<file path="src/rtl/noc_rr_arbiter.sv">
// Round-robin NoC output arbiter with a registered rts / dcts flit handshake.
// Define NOC_ARB_BURST_LIMIT_EN to force rotation after MAX_BURST grants to one port.
module noc_rr_arbiter #(
  parameter int NUM_REQ    = 5,
  parameter int IDLE_FIRST = 0,
  parameter int MAX_BURST  = 4
) (
  input  logic               clk,
  input  logic               rst,
  input  logic [NUM_REQ-1:0] req,
  input  logic               dcts,
  output logic [NUM_REQ-1:0] grant,
  output logic [NUM_REQ-1:0] xbar_sel,
  output logic               rts
);
  localparam int IDX_W = $clog2(NUM_REQ);

  if (NUM_REQ < 2 || NUM_REQ > 16 || IDLE_FIRST < 0 || IDLE_FIRST >= NUM_REQ ||
      MAX_BURST < 1 || MAX_BURST > 255) begin : g_bad_param
    $error("noc_rr_arbiter: parameter out of range");
  end

  logic             sel_valid, sel_valid_nxt;
  logic [IDX_W-1:0] sel_idx, sel_idx_nxt;
  logic             rts_ff, rts_nxt;
  logic             hold, granting, limit_hit, found;
  logic [IDX_W-1:0] start_idx, found_idx;
  int               idx;

  // A pending flit (rts up, downstream not ready) freezes the selection.
  assign hold     = rts_ff && !dcts;
  assign granting = sel_valid && rts_ff && dcts;

  always_comb begin
    start_idx = IDX_W'(IDLE_FIRST);
    if (sel_valid) begin
      if (limit_hit)
        start_idx = (sel_idx == IDX_W'(NUM_REQ - 1)) ? '0 : sel_idx + IDX_W'(1);
      else
        start_idx = sel_idx;
    end
  end

  // NOTE: blocking '=' inside always_comb is intended (idx is a scratch value
  // reused within one evaluation); registers below use '<=' only.
  always_comb begin
    found     = 1'b0;
    found_idx = '0;
    idx       = 0;
    for (int i = 0; i < NUM_REQ; i++) begin
      idx = int'(start_idx) + i;
      if (idx >= NUM_REQ) idx = idx - NUM_REQ;
      if (!found && req[idx]) begin
        found     = 1'b1;
        found_idx = IDX_W'(idx);
      end
    end
  end

  // NOTE: every output of this block is assigned a default first, so no
  // path through the ifs can leave a value held and infer a latch.
  always_comb begin
    sel_valid_nxt = sel_valid;
    sel_idx_nxt   = sel_idx;
    if (!hold) begin
      sel_valid_nxt = found;
      if (found) sel_idx_nxt = found_idx;
    end
    rts_nxt = sel_valid && !(rts_ff && dcts);
  end

  always_ff @(posedge clk) begin
    if (rst) begin
      sel_valid <= 1'b0;
      sel_idx   <= '0;
      rts_ff    <= 1'b0;
    end else begin
      sel_valid <= sel_valid_nxt;
      sel_idx   <= sel_idx_nxt;
      rts_ff    <= rts_nxt;
    end
  end

`ifdef NOC_ARB_BURST_LIMIT_EN
  logic [7:0] burst_cnt;
  logic       sel_change;

  assign limit_hit  = burst_cnt >= 8'(MAX_BURST);
  assign sel_change = (sel_valid && !sel_valid_nxt) || (sel_idx_nxt != sel_idx);

  always_ff @(posedge clk) begin
    if (rst)
      burst_cnt <= '0;
    else if (sel_change)
      burst_cnt <= '0;
    else if (granting && burst_cnt != 8'hFF)
      burst_cnt <= burst_cnt + 8'd1;
  end
`else
  assign limit_hit = 1'b0;
`endif

  always_comb begin
    grant    = '0;
    xbar_sel = '0;
    if (sel_valid) begin
      xbar_sel[sel_idx] = 1'b1;
      grant[sel_idx]    = granting;
    end
  end

  assign rts = rts_ff;

endmodule

</file>
<file path="config.mk">
export PLATFORM = sky130hd
export DESIGN_NAME = noc_rr_arbiter
export DESIGN_NICKNAME = d
export VERILOG_FILES = /design/src/rtl/noc_rr_arbiter.sv
export SDC_FILE = /design/constraint.sdc
export NUM_CORES = 1
export LEC_CHECK = 0
export ABC_AREA = 1
export ABC_CLOCK_PERIOD_IN_PS = 2300
export BUFFER_PORTS_ARGS = -buffer_cell sky130_fd_sc_hd__buf_2
export CAP_MARGIN = 0
export CORE_MARGIN = 1
export CORE_UTILIZATION = 30
export CTS_BUF_LIST = sky130_fd_sc_hd__clkbuf_16
export CTS_CLUSTER_SIZE = 20
export DETAILED_ROUTE_END_ITERATION = 16
export GPL_TIMING_DRIVEN = 1
export SETUP_SLACK_MARGIN = 0.3
export SYNTH_ARGS = -nofsm -noshare
export SYNTH_HDL_FRONTEND = slang
export SYNTH_SLANG_ARGS = --single-unit
export TNS_END_PERCENT = 100
</file>
<file path="constraint.sdc">
create_clock -name clk -period 2.3 [get_ports clk]
set_clock_uncertainty 0.15 [all_clocks]
set_input_delay 0.345 -clock clk [delete_from_list [all_inputs] [get_ports clk]]
set_output_delay 0.345 -clock clk [all_outputs]
set_load 0.03 [all_outputs]
</file>
==> results of run 1 <==
-- cells in the final DEF, fill, tap and decap left out --
master,n
sky130_fd_sc_hd__o211ai_1,2
sky130_fd_sc_hd__nand3_2,4
sky130_fd_sc_hd__dfxtp_4,2
sky130_fd_sc_hd__buf_4,36
sky130_fd_sc_hd__nor2_4,2
sky130_fd_sc_hd__nand2_1,52
sky130_fd_sc_hd__clkbuf_16,3
sky130_fd_sc_hd__dfxtp_1,3
sky130_fd_sc_hd__o21ai_2,2
sky130_fd_sc_hd__o21a_1,1
sky130_fd_sc_hd__nand3b_1,2
sky130_fd_sc_hd__nand4_4,1
sky130_fd_sc_hd__o21bai_4,1
sky130_fd_sc_hd__inv_4,2
sky130_fd_sc_hd__nand4_1,10
sky130_fd_sc_hd__nor3_1,3
sky130_fd_sc_hd__nand3_4,4
sky130_fd_sc_hd__clkbuf_4,1
sky130_fd_sc_hd__buf_2,16
sky130_fd_sc_hd__a21oi_1,4
sky130_fd_sc_hd__nand2_4,10
sky130_fd_sc_hd__nand2_8,1
sky130_fd_sc_hd__ha_4,3
sky130_fd_sc_hd__o21ai_0,4
sky130_fd_sc_hd__inv_6,1
sky130_fd_sc_hd__nor2_2,6
sky130_fd_sc_hd__ha_1,1
sky130_fd_sc_hd__nor3_2,1
sky130_fd_sc_hd__nand2_2,10
sky130_fd_sc_hd__nand3_1,19
sky130_fd_sc_hd__inv_1,30
sky130_fd_sc_hd__nor2_1,13
sky130_fd_sc_hd__a21oi_2,2
sky130_fd_sc_hd__inv_2,4
sky130_fd_sc_hd__buf_6,3
-- worst paths after layout --
path,from,to,slack [ns],cells after the start
setup / recovery,sel_valid,sel_idx[0],-0.09,15
hold / removal,rst,sel_valid,0.18,2
setup reg to reg,sel_valid,sel_idx[0],-0.09,15
hold reg to reg,rts,sel_valid,0.45,4
-- metal layers --
metal / global-route usage [%] / vias up
li1: - / 771
met1: 26.7 / 667
met2: 33.5 / 52
met3: 2.10 / 14
met4: 10.1 / 0
met5: 0 / -
-- state kept, by name, indices dropped and copies added, names as in the netlist --
name	flops
sel_valid	1
sel_idx	3
rts	1
-- where the power goes --
| part | total [µW] | internal (µW) | switching, µW |
|---|---|---|---|
| combinational | 1880 | 788 | 1100 |
| sequential | 180 | 126 | 53.8 |
| clock | 284 | 225 | 58.6 |
-- logic make-up after synthesis --
logic type	Yosys count	synth area share, %
and+or+nand+nor	138	61.4
DFF	5	9.51
AOI/OAI and AO/OA	16	9.63
buffers and inverters	39	14.7
adders and majority gates	4	4.76
-- area by class of cell --
cell class / count / area [µm²] / share of cell area (%)
clock inverter: 1 / 3.75 / 0.207
multi-input combinational: 158 / 1030 / 56.9
tap: 46 / 57.6 / 3.17
sequential: 5 / 108 / 5.94
inverter: 36 / 145 / 8.01
timing repair buffer: 56 / 392 / 21.6
clock buffer: 3 / 75.1 / 4.14
-- what timing repair did --
action,in CTS,in global routing
buffers inserted,3,5
hold buffers,0,0
pin swaps,5,19
gates resized for setup,9,35
setup endpoints to repair,6,5
-- metrics by stage --
stage	worst slack (ns)	power (µW)	util, %	TNS, ns	instances
after global placement	-0.0662	1790	45.0	-0.136	293
after global routing	-0.259	2530	54.3	-0.720	305
after floorplan	0.0339	1240	-	0	202
after detailed placement	-0.107	1790	45.0	-0.244	293
final	-0.0897	2350	54.3	-0.189	305
after CTS	0.00341	2130	48.9	0	300
==> metrics.cfg, run 1 <==
[critical_path]
cp_slowest_cell = sky130_fd_sc_hd__dfxtp_4
cell_family_contributing_the_most_delay_on_the_critical_path = simple AND/OR/NAND/NOR gates
worstPathCellList = nand2_4, ha_4, inv_4, ha_4, inv_6, nand3_2, nand3_1, nand3_4, nand3_4, nand3_4, nor2_4, nand2_2, o21bai_4, nand2_1, a21oi_1
worstPathBufferInverterCount = 2
critPathMaxStageDelay_ns = 0.38
setup.worst_path.start_class = register
cp_common_cell = sky130_fd_sc_hd__nand3_4
worstSetupEndpointType = register
crit_type = register to register
cp.required_ns = 2.31
worstPathMaxFanout = 7
cp_data_arrival_time_ns = 2.40

[clock_network]
cts_tree = done
cts.root.buffer_cell = sky130_fd_sc_hd__clkbuf_16
clkSinkCount = 5
htree_levels = 1
path_clk_slew_ns = 0.03
clk_latency_ns = 0.23
cts-root-to-sink-buffers = 2
cts_buffers = 3

[grt]
grt_pass1_vias = 1323
groute.usage.overall_pct = 20.5
grt_start_max_net_pins = 8
global_route_wire_length_before_repair_um = 5720
grt_antenna_before_repair = 0
grt.overflow.total = 0

[synth]
ys_async_sr_fraction_pct = 0
dominantRegCellSynth = sky130_fd_sc_hd__dfxtp_1
yosys-top-cells-area = sky130_fd_sc_hd__nand2_1 (23%), sky130_fd_sc_hd__inv_1 (12%), sky130_fd_sc_hd__nand3_1 (11%)
total_nets_after_synthesis = 214
ys_seq_elements = 5
synth-edff-count = 0
syn_area_per_cell_um2 = 5.21
synthesis.instances = 202
synth_warnings = 0
synth.cells.most_frequent = sky130_fd_sc_hd__nand2_1 (65), sky130_fd_sc_hd__inv_1 (33), sky130_fd_sc_hd__nand3_1 (24), sky130_fd_sc_hd__nor2_1 (18), sky130_fd_sc_hd__nand4_1 (10)
synthMostInstantiatedCell = sky130_fd_sc_hd__nand2_1
synth_largest_type_area_fraction_pct = 23.2
yosys.cell_types.count = 23
synth-seq-area-share_pct = 9.51
synth_area_um2 = 1050
synth_largest_area_cell = sky130_fd_sc_hd__nand2_1

[power_and_ir_drop]
worst_ir_drop_vdd_mv = 0.783
total_leakage_power_uw = 0.00101
p_per_area_nw_per_um2 = 1290

[place]
postPlaceCellArea_um2 = 1500
routabilityCongestion = 0.936
port_buffers = 18
place_hpwl_um = 2920

[floorplanning]
effective_utilization_at_floorplan_pct = 31.5
design.portCount = 19
std_cell_rows = 21
dieWidth_um = 61.2
coreArea_um2 = 3340
die-height_um = 61.2
die_area_um2 = 3750

[routing]
viasPerCell = 4.93
drt-wirelength-per-cell_um = 12.7
met2_wirelength_um = 1840
route.final.wire_length_um = 3870
drc = 0
detail-route-antenna-nets = 0
met3WireLength_um = 155
detailroute.via_count = 1504
number_of_drc_violations_after_detailed_routing_iteration_0 = 147
drt_pre_antenna_iters = 4
m1WireLength_um = 1730
uppermost_signal_routing_layer_after_detailed_routing = met4

[sta]
hold_ws_ns = 0.175
finalMaxSlewViolations = 0
max_slew.worst_pin.slew_ns = 0.242
unrepaired_setup_endpoints_after_global_routing = yes
setup_viol_count_final = 3
hold_viol = 0
fin_ws_ns = -0.0897
final_period_minus_worst_setup_slack_ns = 2.39
maxSlewHeadroom_pct = 83.8
timing.final.crit_share_pct = 104
achievable-frequency_mhz = 418

[cells_and_area]
areaGrowthSynthToFinish_pct = 72.3
filler_cell_count = 351
layout-drive-gt1-share_pct = 44.4
layout.cell_area.non_filler_um2 = 1810
final_nets = 272
insertedDiodeCount = 0

[run_status]
violations = setup timing
run_status = finished with violations

[min_path]
worstHoldPathType = primary input to register

[flow_run]
cap_viol_max_count = 0

Note: power is estimated with default switching activity, not from simulation.
==> inputs of run 2 (changes only) <==
--- a/config.mk
+++ b/config.mk
@@ -5,7 +5,6 @@
 export SDC_FILE = /design/constraint.sdc
 export NUM_CORES = 1
 export LEC_CHECK = 0
-export ABC_AREA = 1
 export ABC_CLOCK_PERIOD_IN_PS = 2300
 export BUFFER_PORTS_ARGS = -buffer_cell sky130_fd_sc_hd__buf_2
 export CAP_MARGIN = 0
==> run 2 against run 1 <==
  * The flow still finishes with violations (setup timing)
  * Area after synthesis up 30%
  * Critical path type unchanged
  * Register-to-register slack worse by 0.45 ns
  * Combinational power up 23%
  * Critical path depth down 3
  * Sequential power down 11%
  * Highest routed layer unchanged
  * Cell area up 27%
  * Via count up 18%
  * Global-route usage up 0.63 points
==> metrics.cfg, run 2 <==
[run_status]
run_status = finished with violations
violations = setup timing

[sta]
finalMaxSlewViolations = 0
maxSlewHeadroom_pct = 68.5
unrepaired_setup_endpoints_after_global_routing = yes
fin_ws_ns = -0.540
final_period_minus_worst_setup_slack_ns = 2.84
timing.final.crit_share_pct = 123
achievable-frequency_mhz = 352
max_slew.worst_pin.slew_ns = 0.467
setup_viol_count_final = 4
hold_viol = 0

[cells_and_area]
insertedDiodeCount = 0
regMostFlops = sel_idx
largest_register_ff_count = 3
layout.cell_area.non_filler_um2 = 2300
layout.cells.most_common_list = sky130_fd_sc_hd__buf_4 (61), sky130_fd_sc_hd__buf_2 (16), sky130_fd_sc_hd__inv_1 (12)
areaGrowthSynthToFinish_pct = 68.7
final_nets = 272
final_common_cell = sky130_fd_sc_hd__buf_4
layout-drive-gt1-share_pct = 52.9

[grt]
grt_start_max_net_pins = 26
global_route_wire_length_before_repair_um = 8250
grt_pass1_vias = 1706
grt_antenna_before_repair = 0
grt.overflow.total = 0
groute.usage.overall_pct = 21.1

[synth]
ys_seq_elements = 5
synth_largest_type_area_fraction_pct = 7.33
synth-edff-count = 0
synth.cells.most_frequent = sky130_fd_sc_hd__inv_1 (13), sky130_fd_sc_hd__nand2_1 (13), sky130_fd_sc_hd__a21oi_1 (10), sky130_fd_sc_hd__nand3_1 (10), sky130_fd_sc_hd__nor2b_1 (9)
synthesis.instances = 184
synth-seq-area-share_pct = 7.33
yosys.cell_types.count = 65
synth_warnings = 0
dominantRegCellSynth = sky130_fd_sc_hd__dfxtp_1
syn_area_per_cell_um2 = 7.42
yosys-top-cells-area = sky130_fd_sc_hd__dfxtp_1 (7.3%), sky130_fd_sc_hd__buf_6 (5.8%), sky130_fd_sc_hd__nor2b_1 (4.1%)
synth_area_um2 = 1370
synth_largest_area_cell = sky130_fd_sc_hd__dfxtp_1
ys_async_sr_fraction_pct = 0
total_nets_after_synthesis = 196

[routing]
viasPerCell = 5.68
detail-route-antenna-nets = 0
drt_pre_antenna_iters = 6
number_of_drc_violations_after_detailed_routing_iteration_0 = 127
drc = 0
drt-wirelength-per-cell_um = 16.4
detailroute.via_count = 1768
route.final.wire_length_um = 5100

[clock_network]
htree_levels = 1
clkSinkCount = 5
cts-root-to-sink-buffers = 2
cts_tree = done
path_clk_slew_ns = 0.03
clk_latency_ns = 0.23
ctsHoldBuffers = 0
cts.root.buffer_cell = sky130_fd_sc_hd__clkbuf_16
cts_buffers = 3

[critical_path]
setup.worst_path.start_class = register
cp.required_ns = 2.28
cp_slowest_cell = sky130_fd_sc_hd__or4_4
worstSetupEndpointType = register
crit_type = register to register
reg2reg_setup_slack_ns = -0.54
cp_data_arrival_time_ns = 2.82
worstPathMaxFanout = 5
critPathMaxStageDelay_ns = 0.46
worstPathCellList = and2_4, inv_6, ha_4, inv_2, ha_4, nand2_1, o311ai_4, or4_4, a31oi_4, inv_2, a41o_4, a221oi_4
startpoint = sel_valid
r2r_start = sel_valid

[power_and_ir_drop]
internal-power_uw = 1520
net_switching_power_figure_uw = 1230
total_leakage_power_uw = 0.00101
p_per_area_nw_per_um2 = 1200
report.power.total_uw = 2750
flop_pwr_share_pct = 5.8
clockPowerShare_pct = 10.2
p_comb_share_pct = 84.0
worst_ir_drop_vdd_mv = 0.393
swShare_pct = 44.7

[floorplanning]
die_area_um2 = 4820
design.portCount = 19
dieWidth_um = 69.5
effective_utilization_at_floorplan_pct = 31.4
die-height_um = 69.5
coreArea_um2 = 4350
std_cell_rows = 24

[min_path]
timing.hold.worst.start = rst
worstHoldPathType = primary input to register

[flow_run]
cap_viol_max_count = 0

[place]
routabilityCongestion = 0.942
postPlaceCellArea_um2 = 1980
port_buffers = 18
place_hpwl_um = 3880

run 2: cell count changes in the layout (fill, tap and decap cells not counted), moves of 6 or more:
| cell | previous run | this run |
|---|---|---|
| sky130_fd_sc_hd__buf_4 | 36 | 61 |
| sky130_fd_sc_hd__inv_1 | 30 | 12 |
| sky130_fd_sc_hd__nand2_1 | 52 | 11 |
| sky130_fd_sc_hd__nand2_2 | 10 | 2 |
| sky130_fd_sc_hd__nand2_4 | 10 | 2 |
| sky130_fd_sc_hd__nand2b_1 | 0 | 6 |
| sky130_fd_sc_hd__nand3_1 | 19 | 10 |
| sky130_fd_sc_hd__nand4_1 | 10 | 4 |
| sky130_fd_sc_hd__nor2_1 | 13 | 6 |
| sky130_fd_sc_hd__nor2_2 | 6 | 0 |
| sky130_fd_sc_hd__nor2b_1 | 0 | 7 |
run 2: critical path, delay by kind of cell, from the launching register on:
kind / cells / cell delay (ns)
DFF: 1 / 0.38
and+or+nand+nor: 3 / 0.76
buffers and inverters: 3 / 0.17
AOI/OAI and AO/OA: 4 / 0.93
adders and majority gates: 2 / 0.35
run 2: cells by family (layout without fill, tap and decap cells):
kind of cell	Yosys count	count (layout)	share of synthesized area (%)
simple gates	83	83	37.2
compound gates	61	61	36.2
buf+inv	27	102	12.1
flops	5	5	7.33
fa+ha+maj	4	4	3.67
mux	3	3	2.29
xor+xnor	1	1	1.19
run 2: area by class of cell:
cell class              instances  area, µm²
clock inverters                 1       3.75
inverters                      15       61.3
clock buffers                   3       75.1
repair buffers                 83        613
flip-flops and latches          5        109
well taps                      52       65.1
multi-input cells             152       1380
fillers                       392       2050
run 2: through the flow:
step,std cells,hold WS [ns],util (%),TNS (ns),setup slack [ns]
2_1_floorplan,184,0.257,-,-1.61,-0.421
3_3_place_gp,299,0.443,45.5,-2.03,-0.612
3_5_place_dp,299,0.440,45.5,-2.18,-0.659
4_1_cts,309,0.212,50.3,-1.89,-0.524
5_1_grt,311,0.239,52.9,-2.23,-0.620
6_report,311,0.229,52.9,-1.88,-0.540
run 2: power by group through the flow:
stage,Sequential [µW],Clock (µW),Combinational [µW]
2_1_floorplan,137,0,1280
3_3_place_gp,150,0,1900
3_5_place_dp,151,0,1910
4_1_cts,158,281,2130
5_1_grt,163,289,2480
6_report,160,281,2310
run 2: what timing repair did:
item                                    4_1_cts  5_1_grt
pin swaps                                    11       10
setup buffers                                 6        2
gates resized for setup                      25       15
endpoints found under the setup margin        8        7
run 2: worst paths after layout:
path                     end  depth (start not counted)
setup / recovery  sel_idx[0]                         12
hold / removal     sel_valid                          2
setup reg to reg  sel_idx[0]                         12
hold reg to reg    sel_valid                          3
run 2: layer usage:
layer  vias up  global-route usage (%)  share of wire, %
li1        867                       -                 -
met5         -                       0                 0
met2        56                    36.2                50
met4         0                    7.03               2.3
met1       837                    27.4                44
met3         8                    2.03               4.3
